==> config.mk <==
export PLATFORM = sky130hd
export DESIGN_NAME = softmc_host_bridge
export DESIGN_NICKNAME = d
export VERILOG_FILES = /design/src/rtl/softmc_host_bridge.sv
export SDC_FILE = /design/constraint.sdc
export NUM_CORES = 1
export LEC_CHECK = 0
export CAP_MARGIN = 30
export CORE_UTILIZATION = 50
export CTS_CLUSTER_SIZE = 12
export DETAILED_ROUTE_END_ITERATION = 16
export MAX_ROUTING_LAYER = met4
export PLACE_DENSITY = 0.83
export SYNTH_ARGS = -nofsm -noshare
export SYNTH_HDL_FRONTEND = slang
export SYNTH_SLANG_ARGS = --single-unit
==> constraint.sdc <==
create_clock -name clk -period 3.4 [get_ports clk]
set_input_delay 0.68 -clock clk [delete_from_list [all_inputs] [get_ports clk]]
set_output_delay 0.68 -clock clk [all_outputs]
set_load 0.01 [all_outputs]
==> src/rtl/softmc_host_bridge.sv <==
// Host-side bridge for softMC: streams host instruction words onto the
// app command port and serializes readback FIFO entries into host words.
module softmc_host_bridge #(
  parameter int TCQ        = 100,
  parameter int DQ_WIDTH   = 64,
  parameter int HOST_WIDTH = 32,
  parameter int CNT_WIDTH  = 16
) (
  input  logic                    clk,
  input  logic                    rst_n,
  input  logic                    host_instr_valid,
  input  logic [31:0]             host_instr,
  output logic                    host_instr_ready,
  output logic                    app_en,
  output logic [31:0]             app_instr,
  input  logic                    app_ack,
  input  logic                    iq_full,
  input  logic                    rdback_fifo_empty,
  output logic                    rdback_fifo_rden,
  input  logic [4*DQ_WIDTH-1:0]   rdback_data,
  output logic                    host_rd_valid,
  output logic [HOST_WIDTH-1:0]   host_rd_data,
  input  logic                    host_rd_ready,
  output logic [CNT_WIDTH-1:0]    instr_sent_cnt,
  output logic [CNT_WIDTH-1:0]    rd_entries_cnt,
  output logic                    busy
);

  localparam int EW = 4 * DQ_WIDTH;
  localparam int NW = EW / HOST_WIDTH;
  localparam int IW = (NW > 1) ? $clog2(NW) : 1;
  localparam logic [IW-1:0] LAST = IW'(NW - 1);

  typedef enum logic [1:0] {
    RD_IDLE,
    RD_WAIT,
    RD_SEND
  } rd_state_e;

  logic                 app_en_q, app_en_d;
  logic [31:0]          app_instr_q, app_instr_d;
  logic [CNT_WIDTH-1:0] instr_cnt_q, instr_cnt_d;
  logic                 app_xfer, host_xfer;

  rd_state_e            rd_state_q, rd_state_d;
  logic [EW-1:0]        sh_q, sh_d;
  logic [IW-1:0]        idx_q, idx_d;
  logic                 rd_valid_q, rd_valid_d;
  logic [CNT_WIDTH-1:0] ent_cnt_q, ent_cnt_d;
  logic                 rden;

  // The slot frees up on ack, so a new word can ride the same edge.
  assign host_instr_ready = rst_n & (~app_en_q | app_ack) & ~iq_full;
  assign host_xfer = host_instr_valid & host_instr_ready;
  assign app_xfer  = app_en_q & app_ack;

  always_comb begin
    app_en_d    = app_en_q;
    app_instr_d = app_instr_q;
    instr_cnt_d = instr_cnt_q;
    if (app_xfer) begin
      app_en_d    = 1'b0;
      instr_cnt_d = instr_cnt_q + CNT_WIDTH'(1);
    end
    if (host_xfer) begin
      app_en_d    = 1'b1;
      app_instr_d = host_instr;
    end
  end

  always_ff @(posedge clk) begin
    if (!rst_n) begin
      app_en_q    <= 1'b0;
      app_instr_q <= '0;
      instr_cnt_q <= '0;
    end else begin
      app_en_q    <= app_en_d;
      app_instr_q <= app_instr_d;
      instr_cnt_q <= instr_cnt_d;
    end
  end

  always_ff @(posedge clk) begin
    if (!rst_n) begin
      rd_state_q <= RD_IDLE;
      sh_q       <= '0;
      idx_q      <= '0;
      rd_valid_q <= 1'b0;
      ent_cnt_q  <= '0;
    end else begin
      rd_state_q <= rd_state_d;
      sh_q       <= sh_d;
      idx_q      <= idx_d;
      rd_valid_q <= rd_valid_d;
      ent_cnt_q  <= ent_cnt_d;
    end
  end

  always_comb begin
    rd_state_d = rd_state_q;
    unique case (rd_state_q)
      RD_IDLE: if (!rdback_fifo_empty) rd_state_d = RD_WAIT;
      RD_WAIT: rd_state_d = RD_SEND;
      RD_SEND: begin
        if (rd_valid_q && host_rd_ready && idx_q == LAST)
          rd_state_d = RD_IDLE;
      end
      default: rd_state_d = RD_IDLE;
    endcase
  end

  // Low slice of the shift register is always the word on offer.
  always_comb begin
    rden       = 1'b0;
    sh_d       = sh_q;
    idx_d      = idx_q;
    rd_valid_d = rd_valid_q;
    ent_cnt_d  = ent_cnt_q;
    unique case (rd_state_q)
      RD_IDLE: rden = ~rdback_fifo_empty;
      RD_WAIT: begin
        sh_d       = rdback_data;
        idx_d      = '0;
        rd_valid_d = 1'b1;
      end
      RD_SEND: begin
        if (rd_valid_q && host_rd_ready) begin
          if (idx_q == LAST) begin
            rd_valid_d = 1'b0;
            ent_cnt_d  = ent_cnt_q + CNT_WIDTH'(1);
          end else begin
            idx_d = idx_q + IW'(1);
            sh_d  = sh_q >> HOST_WIDTH;
          end
        end
      end
      default: ;
    endcase
  end

  assign rdback_fifo_rden = rden & rst_n;
  assign app_en           = app_en_q;
  assign app_instr        = app_instr_q;
  assign instr_sent_cnt   = instr_cnt_q;
  assign host_rd_valid    = rd_valid_q;
  assign host_rd_data     = sh_q[HOST_WIDTH-1:0];
  assign rd_entries_cnt   = ent_cnt_q;
  assign busy             = app_en_q | (rd_state_q != RD_IDLE);

endmodule
Yosys cells after proc, flatten, opt, wreduce, memory -nomap -nowiden
Index checks and enable logic that the tools add are counted.
{ "classes": {"n_addsub": 3, "n_eq_ne": 8, "muxes": 15, "n_bitwise": 10, "n_reduce_logical": 10} }
{ "ops": {"columns": ["operator", "count"], "rows": [
  ["256-bit 2-to-1 mux", 2],
  ["256-bit case mux with 2 select lines", 1],
  ["16-bit by 1-bit adder with 16-bit output, second input constant", 2],
  ["2-bit inequality test, second input constant", 5],
  ["3-bit AND reduction", 3],
  ["3-bit 2-to-1 mux", 2],
  ["2-bit case mux with 3 select lines", 1],
  ["3-bit case mux with 2 select lines", 1],
  ["2-bit nonzero test", 3],
  ["1-bit bitwise AND", 5],
  ["1-bit 2-to-1 mux", 5],
  ["2-bit 2-to-1 mux", 2],
  ["3-bit by 1-bit adder with 3-bit output, second input constant", 1],
  ["3-bit equality test, second input constant", 1],
  ["1-bit NOT", 3],
  ["2-bit by 1-bit equality test with 1-bit output, second input constant", 1],
  ["2-bit equality test, second input constant", 1],
  ["1-bit logical AND", 2],
  ["2-bit logical NOT", 1],
  ["1-bit bitwise OR", 2],
  ["1-bit case mux with 2 select lines", 1],
  ["2-bit AND reduction", 1]
]} }
{ "word_totals": {"regBits": 327, "in_bits": 295, "out_inout_bits": 101} }

Logic depth before layout (Yosys ltp)
Gate-level depths: netlist of run 1.
{ "logic_depth": {"depth_word": 6, "mapped_depth": 9, "ltp_nobuf": 6} }

Worst setup path after synthesis of run 1
No wires, ideal clock.
{ "synth_path": {"path_type": "input port to output port", "from": "input port rst_n", "to": "output port host_instr_ready", "arrival_ps": 1253, "required_ps": 2720, "slack_ps": 1467, "path_stages": 3, "path_buffers": 1, "path_cell_list": "inv_2 > clkbuf_1 > nor3b_1"} }
{ "synth_between": {"elab_chain_len": 2} }
{ "synth_lines": {"columns": ["item", "line", "rtl"], "rows": [
  ["start: declaration", "10", "input logic rst_n,"],
  ["1-bit bitwise AND (2 in series)", "53", "assign host_instr_ready = rst_n & (~app_en_q | app_ack) & ~iq_full;"],
  ["end: declaration", "13", "output logic host_instr_ready,"]
]} }
No other way between the ends.

Worst setup path after layout of run 1
{ "layout_path": {"from": "input port app_ack", "to": "output port host_instr_ready"} }
{ "layout_between": {"elab_chain_len": 3} }
{ "layout_lines": {"columns": ["item", "line", "rtl"], "rows": [
  ["start: declaration", "16", "input logic app_ack,"],
  ["1-bit bitwise OR", "53", null],
  ["1-bit bitwise AND (2 in series)", "53", null]
]} }
No other way between the ends.

==> flow_summary.toml, run 1 <==
[outcome]
outcome = "finished clean"

[critical_path]
critPathLaunch = "app_ack"
crit_path_frequent_cell = "clkdlybuf4s50_1"
r2r-end = "sh_q[108]"
cp_cell_sequence = "clkdlybuf4s50_1, or2b_1, nor3b_1, clkdlybuf4s50_1"
crit_end = "host_instr_ready"
worstPathRequired_ps = 2720
regToRegStartpoint = "idx_q[0]"
cp-start-kind = "primary input"
cpPeakStageDelay_ps = 610
cp-end-kind = "output port"
arrival_ps = 2330
critical_path_class = "in -> out"
reg2regPathDepth = 8
critPathMaxFanout = 7
regToRegSetupSlack_ps = 950
slowest_stage = "clkdlybuf4s50_1"

[clock_tree]
insertion_delay_ps = 510
cts_setup_buffers = 0
clk_pin_slew_worst_paths_ps = 50
h-tree-depth = 2
hold_buffers = 0
cts_buffers = 37
cts.sinks = 327
cts_tree = "yes"
clock_path_buffers = 3
cts_resized = 0
cts.root.buffer_cell = "clkbuf_16"

[layout]
seqCellArea_um2 = 6550
nets = 2084
drive_gt1_frac = 0.0417
syn_to_final_growth_pct = 36.1
stdcell_area_um2 = 19000
multi_input_area_um2 = 6580
fillers = 2163

[floorplanning]
std_cell_rows = 60
initial_core_util = 0.513
die_w_um = 169
die_h_um = 169
core-area_um2 = 27200
pin_count = 396
fp.dieArea_um2 = 28500

[placed_design]
place_area_um2 = 17800
dp_hpwl_mm = 25.6
portBuffers = 395
gp_congestion = 0.845
dp_slack_ps = 449

[min_path]
hold_depth = 2
min_path_type = "reg -> reg"

[pwr]
pwr-share-clk = 0.256
p_int_uw = 9800
sequentialPowerShare = 0.405
p_leak_uw = 0.00647
power_density_nw_per_um2 = 780
p_comb_frac = 0.339
sw_frac_of_total = 0.338
irDropWorstVdd_uv = 741
p_sw_uw = 5000

[routing]
dr.pass1.iters = 4
drc_errors = 0
routedWlPerCell_um = 17.1
vias = 11641
drtIter0Drc = 676
ant_nets = 0
viasPerCell = 5.34
drt-total-wl_mm = 37.3

[grt]
grt_max_degree = 231
grt_pass1_vias = 11325
antenna_found_initial = 8
grt_usage = 0.260
grt_pass1_wl_mm = 57.9
grt_overflow_total = 0

[synthesis]
avgSynthCellArea_um2 = 9.34
ys_types = 39
syn_inst = 1491
synth_ff_type = "dfxtp_1"
syn_nets = 1794
async_reset_ff_frac = 0
synth_edf_count = 0
ys_ff_latch = 327
syn_area_um2 = 13900
synth_warnings = 0
seq_area_frac_synth = 0.470

[timing]
clock_skew_ps = 20.6
setup_ws_ps = 393
min_period_ps = 3010
max_freq_mhz = 333
tightestPinTransition_ps = 1110
finalSetupTns_ps = 0
rsz0062_at_grt = "no"
fin_crit_sh = 0.884
setup_viol = 0
drv_slew = 0
slew_headroom = 0.262
holdWs_ps = 455
finalHoldViolations = 0

[flow_run]
cap_violations = 0
==> registers in the layout, indices dropped and copies added (netlist names) <==
register and count:
rd_entries_cnt 16, idx_q 3, sh_q 256, host_rd_valid 1, app_en 1, app_instr 32, instr_sent_cnt 16, rd_state_q 2
==> worst max-delay path, delay by kind of cell <==
family | cells | cell delay (ps)
buffers and inverters | 2 | 1210
AND/OR/NAND/NOR | 2 | 440
==> metal layers <==
metal	wire (um)	share of wire	GRT usage	vias up
li1	-	-	-	5904
met5	0	0	-	-
met3	2240	0.060	0.0505	86
met4	1430	0.038	0.110	0
met2	17800	0.48	0.423	367
met1	15800	0.42	0.314	5284
==> through the flow <==
| step | utilization | total power (uW) | instances |
|---|---|---|---|
| after floorplan | - | 9710 | 1491 |
| after global placement | 0.655 | 10800 | 2114 |
| after detailed placement | 0.655 | 11100 | 2114 |
| after CTS | 0.697 | 14900 | 2172 |
| after global routing | 0.698 | 15800 | 2180 |
| final | 0.698 | 14800 | 2180 |
==> power by group through the flow <==
stage	Combinational (uW)	Sequential [uW]	Clock (uW)
after floorplan	3920	5790	0
after global placement	4850	5990	0
after detailed placement	5000	6070	0
after CTS	5040	5990	3860
after global routing	5600	6130	4030
final	5020	5990	3790
==> final cells by class <==
class / instances / area share
diodes: 8 / 0.00106
clock buffers: 53 / 0.0579
clock inverters: 5 / 0.00284
inverters: 9 / 0.00218
multi-input cells: 996 / 0.347
flip-flops and latches: 327 / 0.345
well taps: 372 / 0.0245
repair buffers: 410 / 0.219
==> cell families (layout without fill, tap and decap cells) <==
logic type	count (synthesis)	count (layout)	share of synthesized area
buffers and inverters	168	477	0.0595
AND/OR/NAND/NOR	428	428	0.127
adder cells (fa/ha/maj)	8	8	0.00718
flip-flops	327	327	0.470
other	0	8	0
AO/OA/AOI/OAI	310	310	0.159
XOR/XNOR	20	20	0.0126
multiplexers	230	230	0.165
==> how the worst min path moves through the flow <==
stage / startpoint / to / slack [ps]
2_1_floorplan: sh_q[224] / sh_q[224] / 480
3_3_place_gp: app_instr[15] / app_instr[15] / 440
3_5_place_dp: app_instr[9] / app_instr[9] / 450
4_1_cts: app_instr[19] / app_instr[19] / 460
5_1_grt: app_instr[5] / app_instr[5] / 480
6_report: app_instr[12] / app_instr[12] / 450
==> Yosys cell counts, types with 2 or more instances <==
library cell,n,area [um^2]
clkbuf_1,66,248
or4_1,3,22.5
o31ai_1,2,15.0
buf_4,35,263
nor4_1,4,25.0
xor2_1,5,43.8
nand2_1,82,308
buf_2,53,265
inv_1,8,30.0
nand4_1,6,37.5
nor3_1,9,45.0
and3_1,3,18.8
dfxtp_1,327,6550
buf_1,4,15.0
nand3_1,14,70.1
a21oi_1,43,215
nand4_2,2,25.0
o21ai_0,4,20.0
or2_2,2,12.5
nand2b_1,5,31.3
a211oi_1,224,1680
xnor2_1,15,131
mux2i_1,230,2300
ha_1,8,100
nand4b_1,3,26.3
nor2_1,285,1070
a22oi_1,35,263
or3_1,3,18.8
==> layout by cell type, fill, tap and decap left out, drive strengths merged <==
cell | netlist | routed
ha | 8 | 8
xnor2 | 15 | 15
clkinv | 0 | 3
a21boi | 1 | 1
nor2b | 1 | 1
nor4 | 4 | 4
nand3b | 1 | 1
and3 | 3 | 3
nor3 | 9 | 9
mux2i | 230 | 230
and4 | 1 | 1
o31ai | 2 | 2
inv | 9 | 10
dfxtp | 327 | 327
nor2 | 285 | 285
bufinv | 0 | 1
and4b | 1 | 1
clkbuf | 67 | 53
nand2 | 82 | 82
nor3b | 1 | 1
or4 | 3 | 3
diode | 0 | 8
or3 | 3 | 3
a21oi | 43 | 43
a22oi | 35 | 35
a211oi | 224 | 224
nand4b | 3 | 3
clkdlybuf4s50 | 0 | 395
a21bo | 1 | 1
nand3 | 14 | 14
nand4 | 8 | 8
buf | 92 | 15
or2b | 1 | 1
o21ai | 4 | 4
nand2b | 5 | 5
or2 | 3 | 3
xor2 | 5 | 5
Power figures use the tool's default switching activity.
==> run 2: changes to the inputs <==
--- a/config.mk
+++ b/config.mk
@@ -6,11 +6,13 @@
 export NUM_CORES = 1
 export LEC_CHECK = 0
 export CAP_MARGIN = 30
-export CORE_UTILIZATION = 50
+export CORE_UTILIZATION = 47
 export CTS_CLUSTER_SIZE = 12
 export DETAILED_ROUTE_END_ITERATION = 16
+export HOLD_SLACK_MARGIN = 0.03
 export MAX_ROUTING_LAYER = met4
-export PLACE_DENSITY = 0.83
+export PLACE_DENSITY = 0.79
 export SYNTH_ARGS = -nofsm -noshare
 export SYNTH_HDL_FRONTEND = slang
 export SYNTH_SLANG_ARGS = --single-unit
+export TNS_END_PERCENT = 10
==> flow_summary.toml, run 2 (synthesized netlist as in run 1, its figures left out) <==
[outcome]
outcome = "finished clean"

[grt]
grt_overflow_total = 0
grt_util_met2 = 0.382
grt_usage = 0.243
use_met3 = 0.0418
antenna_found_initial = 5
met1_usage = 0.310
grt_pass1_vias = 11094
grt_pass1_wl_mm = 57.9
top_usage_layer = "met2"
grt_max_degree = 206

[pwr]
p_leak_uw = 0.00647
power_density_nw_per_um2 = 773
irDropWorstVdd_uv = 457
p_total_uw = 14700

[layout]
final_util = 0.655
regMostFlops = "sh_q"
nets = 2086
final_cell_mix = "395 x clkdlybuf4s50_1, 327 x dfxtp_1, 285 x nor2_1"
stdcell_area_um2 = 19000
syn_to_final_growth_pct = 36.1
largest_reg_flops = 256
drive_gt1_frac = 0.0432
final_common_cell = "clkdlybuf4s50_1"

[clock_tree]
cts_tree = "yes"
h-tree-depth = 2
hold_buffers = 0
cts_buffers = 36
cts.sinks = 327
cts_setup_buffers = 0
cts.root.buffer_cell = "clkbuf_16"
insertion_delay_ps = 500
clk_pin_slew_worst_paths_ps = 60
cts_resized = 0
clock_path_buffers = 3

[critical_path]
cpPeakStageDelay_ps = 610
regToRegStartpoint = "rd_state_q[0]"
critical_path_class = "in -> out"
critPathMaxFanout = 7
cp-start-kind = "primary input"
crit_path_frequent_cell = "clkdlybuf4s50_1"
path_buf_inv = 2
worstPathRequired_ps = 2720
cp_cell_sequence = "clkdlybuf4s50_1, or2b_1, nor3b_1, clkdlybuf4s50_1"
cp-end-kind = "output port"
arrival_ps = 2300
critPathLaunch = "app_ack"
crit_family = "buffers and inverters"
slowest_stage = "clkdlybuf4s50_1"

[routing]
drt-total-wl_mm = 36.8
dr.pass1.iters = 4
drtIter0Drc = 698
routedWlPerCell_um = 16.8
vias = 11532
ant_nets = 0
drc_errors = 0
viasPerCell = 5.25

[floorplanning]
pin_count = 396
core-area_um2 = 28900
initial_core_util = 0.482
fp.dieArea_um2 = 30300
die_w_um = 174
die_h_um = 174
std_cell_rows = 62

[timing]
drv_slew = 0
rsz0062_at_grt = "no"
finalSetupTns_ps = 0
min_period_ps = 2980
finalHoldViolations = 0
max_freq_mhz = 335
setup_viol = 0
slew_headroom = 0.325
clock_skew_ps = 11.3
tightestPinTransition_ps = 1010
fin_crit_sh = 0.877

[placed_design]
dp_hpwl_mm = 26.0
place_area_um2 = 17800
gp_congestion = 0.846
portBuffers = 395

[min_path]
min_from = "app_instr[17]"
min_path_type = "reg -> reg"

[flow_run]
cap_violations = 0
[run 2: layer usage]
metal  vias to the layer above  part of all wire
li1                       5905                 -
met1                      5183              0.45
met3                        73             0.056
met5                         -                 0
met2                       371              0.46
met4                         0             0.032
[run 2: worst paths after layout]
kind,slack (ps),to,cells past startpoint
setup / recovery,420,host_instr_ready,4
hold / removal,460,app_instr[17],2
setup reg to reg,810,rd_entries_cnt[12],6
hold reg to reg,460,app_instr[17],2
[run 2: area by class of cell]
type,instances,area [um^2]
inverter,9,41.3
tap,384,480
fill,2367,9970
antenna,5,12.5
clock inverter,5,27.5
clock buffer,56,1090
sequential,327,6550
multi-input combinational,996,6580
timing repair buffer,413,4190
[run 2: worst register-to-register path, stage by stage, from the launching register on]
cell and delay (ps):
dfxtp_1 320, inv_1 150, ha_4 620, nand4_2 390, nor4_1 660, nand4b_1 180
a21oi_1 180
[run 2: report_power, final]
part           switching (uW)  leakage (uW)  internal [uW]
combinational            2700       0.00323           2310
clock                    1480      0.000548           2190
sequential                773       0.00269           5210
[run 2: per-stage QoR]
stage	worst slack [ps]	instances	hold WS, ps
6_report	417	2195	455
2_1_floorplan	1470	1491	477
3_3_place_gp	446	2129	441
5_1_grt	313	2195	477
4_1_cts	425	2190	453
3_5_place_dp	436	2129	446
==> run 3: changes to the inputs <==
--- a/config.mk
+++ b/config.mk
@@ -6,12 +6,13 @@
 export NUM_CORES = 1
 export LEC_CHECK = 0
 export CAP_MARGIN = 30
+export CORE_ASPECT_RATIO = 0.5
 export CORE_UTILIZATION = 47
 export CTS_CLUSTER_SIZE = 12
 export DETAILED_ROUTE_END_ITERATION = 16
+export DONT_BUFFER_PORTS = 1
 export HOLD_SLACK_MARGIN = 0.03
 export MAX_ROUTING_LAYER = met4
-export PLACE_DENSITY = 0.79
 export SYNTH_ARGS = -nofsm -noshare
 export SYNTH_HDL_FRONTEND = slang
 export SYNTH_SLANG_ARGS = --single-unit
==> flow_summary.toml, run 3 (synthesized netlist as in run 1, its figures left out) <==
[outcome]
outcome = "finished clean"

[floorplanning]
die_w_um = 245
fp.dieArea_um2 = 30400
std_cell_rows = 44
die_h_um = 124
pin_count = 396
initial_core_util = 0.479
core-area_um2 = 29100

[timing]
finalHoldViolations = 0
fin_crit_sh = 0.749
max_freq_mhz = 393
setup_viol = 0
drv_slew = 0
clock_skew_ps = 19.5
rsz0062_at_grt = "no"
finalSetupTns_ps = 0
tightestPinTransition_ps = 1040
holdWs_ps = 243
slew_headroom = 0.306
min_period_ps = 2550

[placed_design]
dp_hpwl_mm = 24.7
place_area_um2 = 13800
portBuffers = 0
gp_congestion = 0.861

[critical_path]
regToRegStartpoint = "idx_q[0]"
arrival_ps = 3000
critPathMaxFanout = 140
worstPathRequired_ps = 3850
regToRegSetupSlack_ps = 850
critical_path_class = "reg -> reg"
r2r-end = "sh_q[92]"
crit_end = "sh_q[92]"
cp-end-kind = "flop"
cp-start-kind = "flop"
critPathLaunch = "idx_q[0]"
reg2regPathDepth = 7

[grt]
antenna_found_initial = 3
grt_overflow_total = 0
grt_max_degree = 149
grt_usage = 0.222
grt_pass1_wl_mm = 52.1
grt_pass1_vias = 9217

[clock_tree]
cts.root.buffer_cell = "clkbuf_16"
hold_buffers = 0
cts.sinks = 327
cts_setup_buffers = 0
cts_tree = "yes"
cts_resized = 0
h-tree-depth = 1
clk_pin_slew_worst_paths_ps = 60
cts_buffers = 31
clock_path_buffers = 3
insertion_delay_ps = 570

[pwr]
irDropWorstVdd_uv = 576
power_density_nw_per_um2 = 902
p_leak_uw = 0.00478

[layout]
stdcell_area_um2 = 14600
final_common_cell = "dfxtp_1"
final_cell_mix = "327 x dfxtp_1, 285 x nor2_1, 230 x mux2i_1"
syn_to_final_growth_pct = 5.12
nets = 1679
largest_reg_flops = 256
drive_gt1_frac = 0.0384
regMostFlops = "sh_q"

[routing]
drc_errors = 0
drtIter0Drc = 512
viasPerCell = 5.61
drt-total-wl_mm = 34.8
routedWlPerCell_um = 19.6
dr.pass1.iters = 5
vias = 9965
ant_nets = 0

[flow_run]
cap_violations = 0

[min_path]
hold_depth = 2
min_path_type = "in -> reg"
==> run 3: cell count changes in the layout (fill, tap and decap cells not counted), moves of 3 or more <==
| cell | change |
|---|---|
| clkbuf_16 | -6 |
| clkinv_2 | -3 |
| clkbuf_1 | -4 |
| clkbuf_8 | -9 |
| clkdlybuf4s50_1 | -395 |
| buf_4 | -6 |
==> run 3: critical path, cell delays in order, from the launching register on <==
cell	delay, ps
dfxtp_1	330
ha_1	200
ha_1	240
nand3b_1	300
a21boi_4	460
buf_12	470
nor2_1	80
a211oi_1	280
==> run 3: worst min path at each step <==
stage | slack (ps) | from | to
after global placement | 490 | sh_q[86] | sh_q[86]
after CTS | 210 | host_instr[19] | app_instr[19]
final | 240 | host_instr[19] | app_instr[19]
after floorplan | 480 | sh_q[224] | sh_q[224]
after global routing | 220 | host_instr[5] | app_instr[5]
after detailed placement | 490 | sh_q[94] | sh_q[94]
==> run 3: metal layers <==
| metal | track usage | vias up | part of all wire |
|---|---|---|---|
| li1 | - | 5085 | - |
| met1 | 0.282 | 4542 | 0.45 |
| met2 | 0.343 | 266 | 0.46 |
| met3 | 0.0569 | 72 | 0.065 |
| met4 | 0.0796 | 0 | 0.032 |
| met5 | - | - | 0 |
==> run 3: cell type report <==
class,count,area (um^2)
clock inverters,2,13.8
fillers,2697,14400
diodes,3,7.51
repair buffers,11,170
clock buffers,37,798
multi-input cells,996,6580
flip-flops and latches,327,6550
well taps,391,489
inverters,9,41.3
==> run 3: per-stage QoR <==
stage	utilization	power, uW	setup WS, ps	cells
after global placement	0.476	10100	1060	1734
after CTS	0.504	13300	890	1773
after global routing	0.504	14200	669	1776
final	0.504	13200	852	1776
after detailed placement	0.476	10300	924	1734
after floorplan	-	9710	1470	1491
==> run 3: power by group <==
group          total, uW  internal, uW  switching (uW)
clock network       3000          1620            1380
logic               4110          1660            2460
registers           6100          5210             888
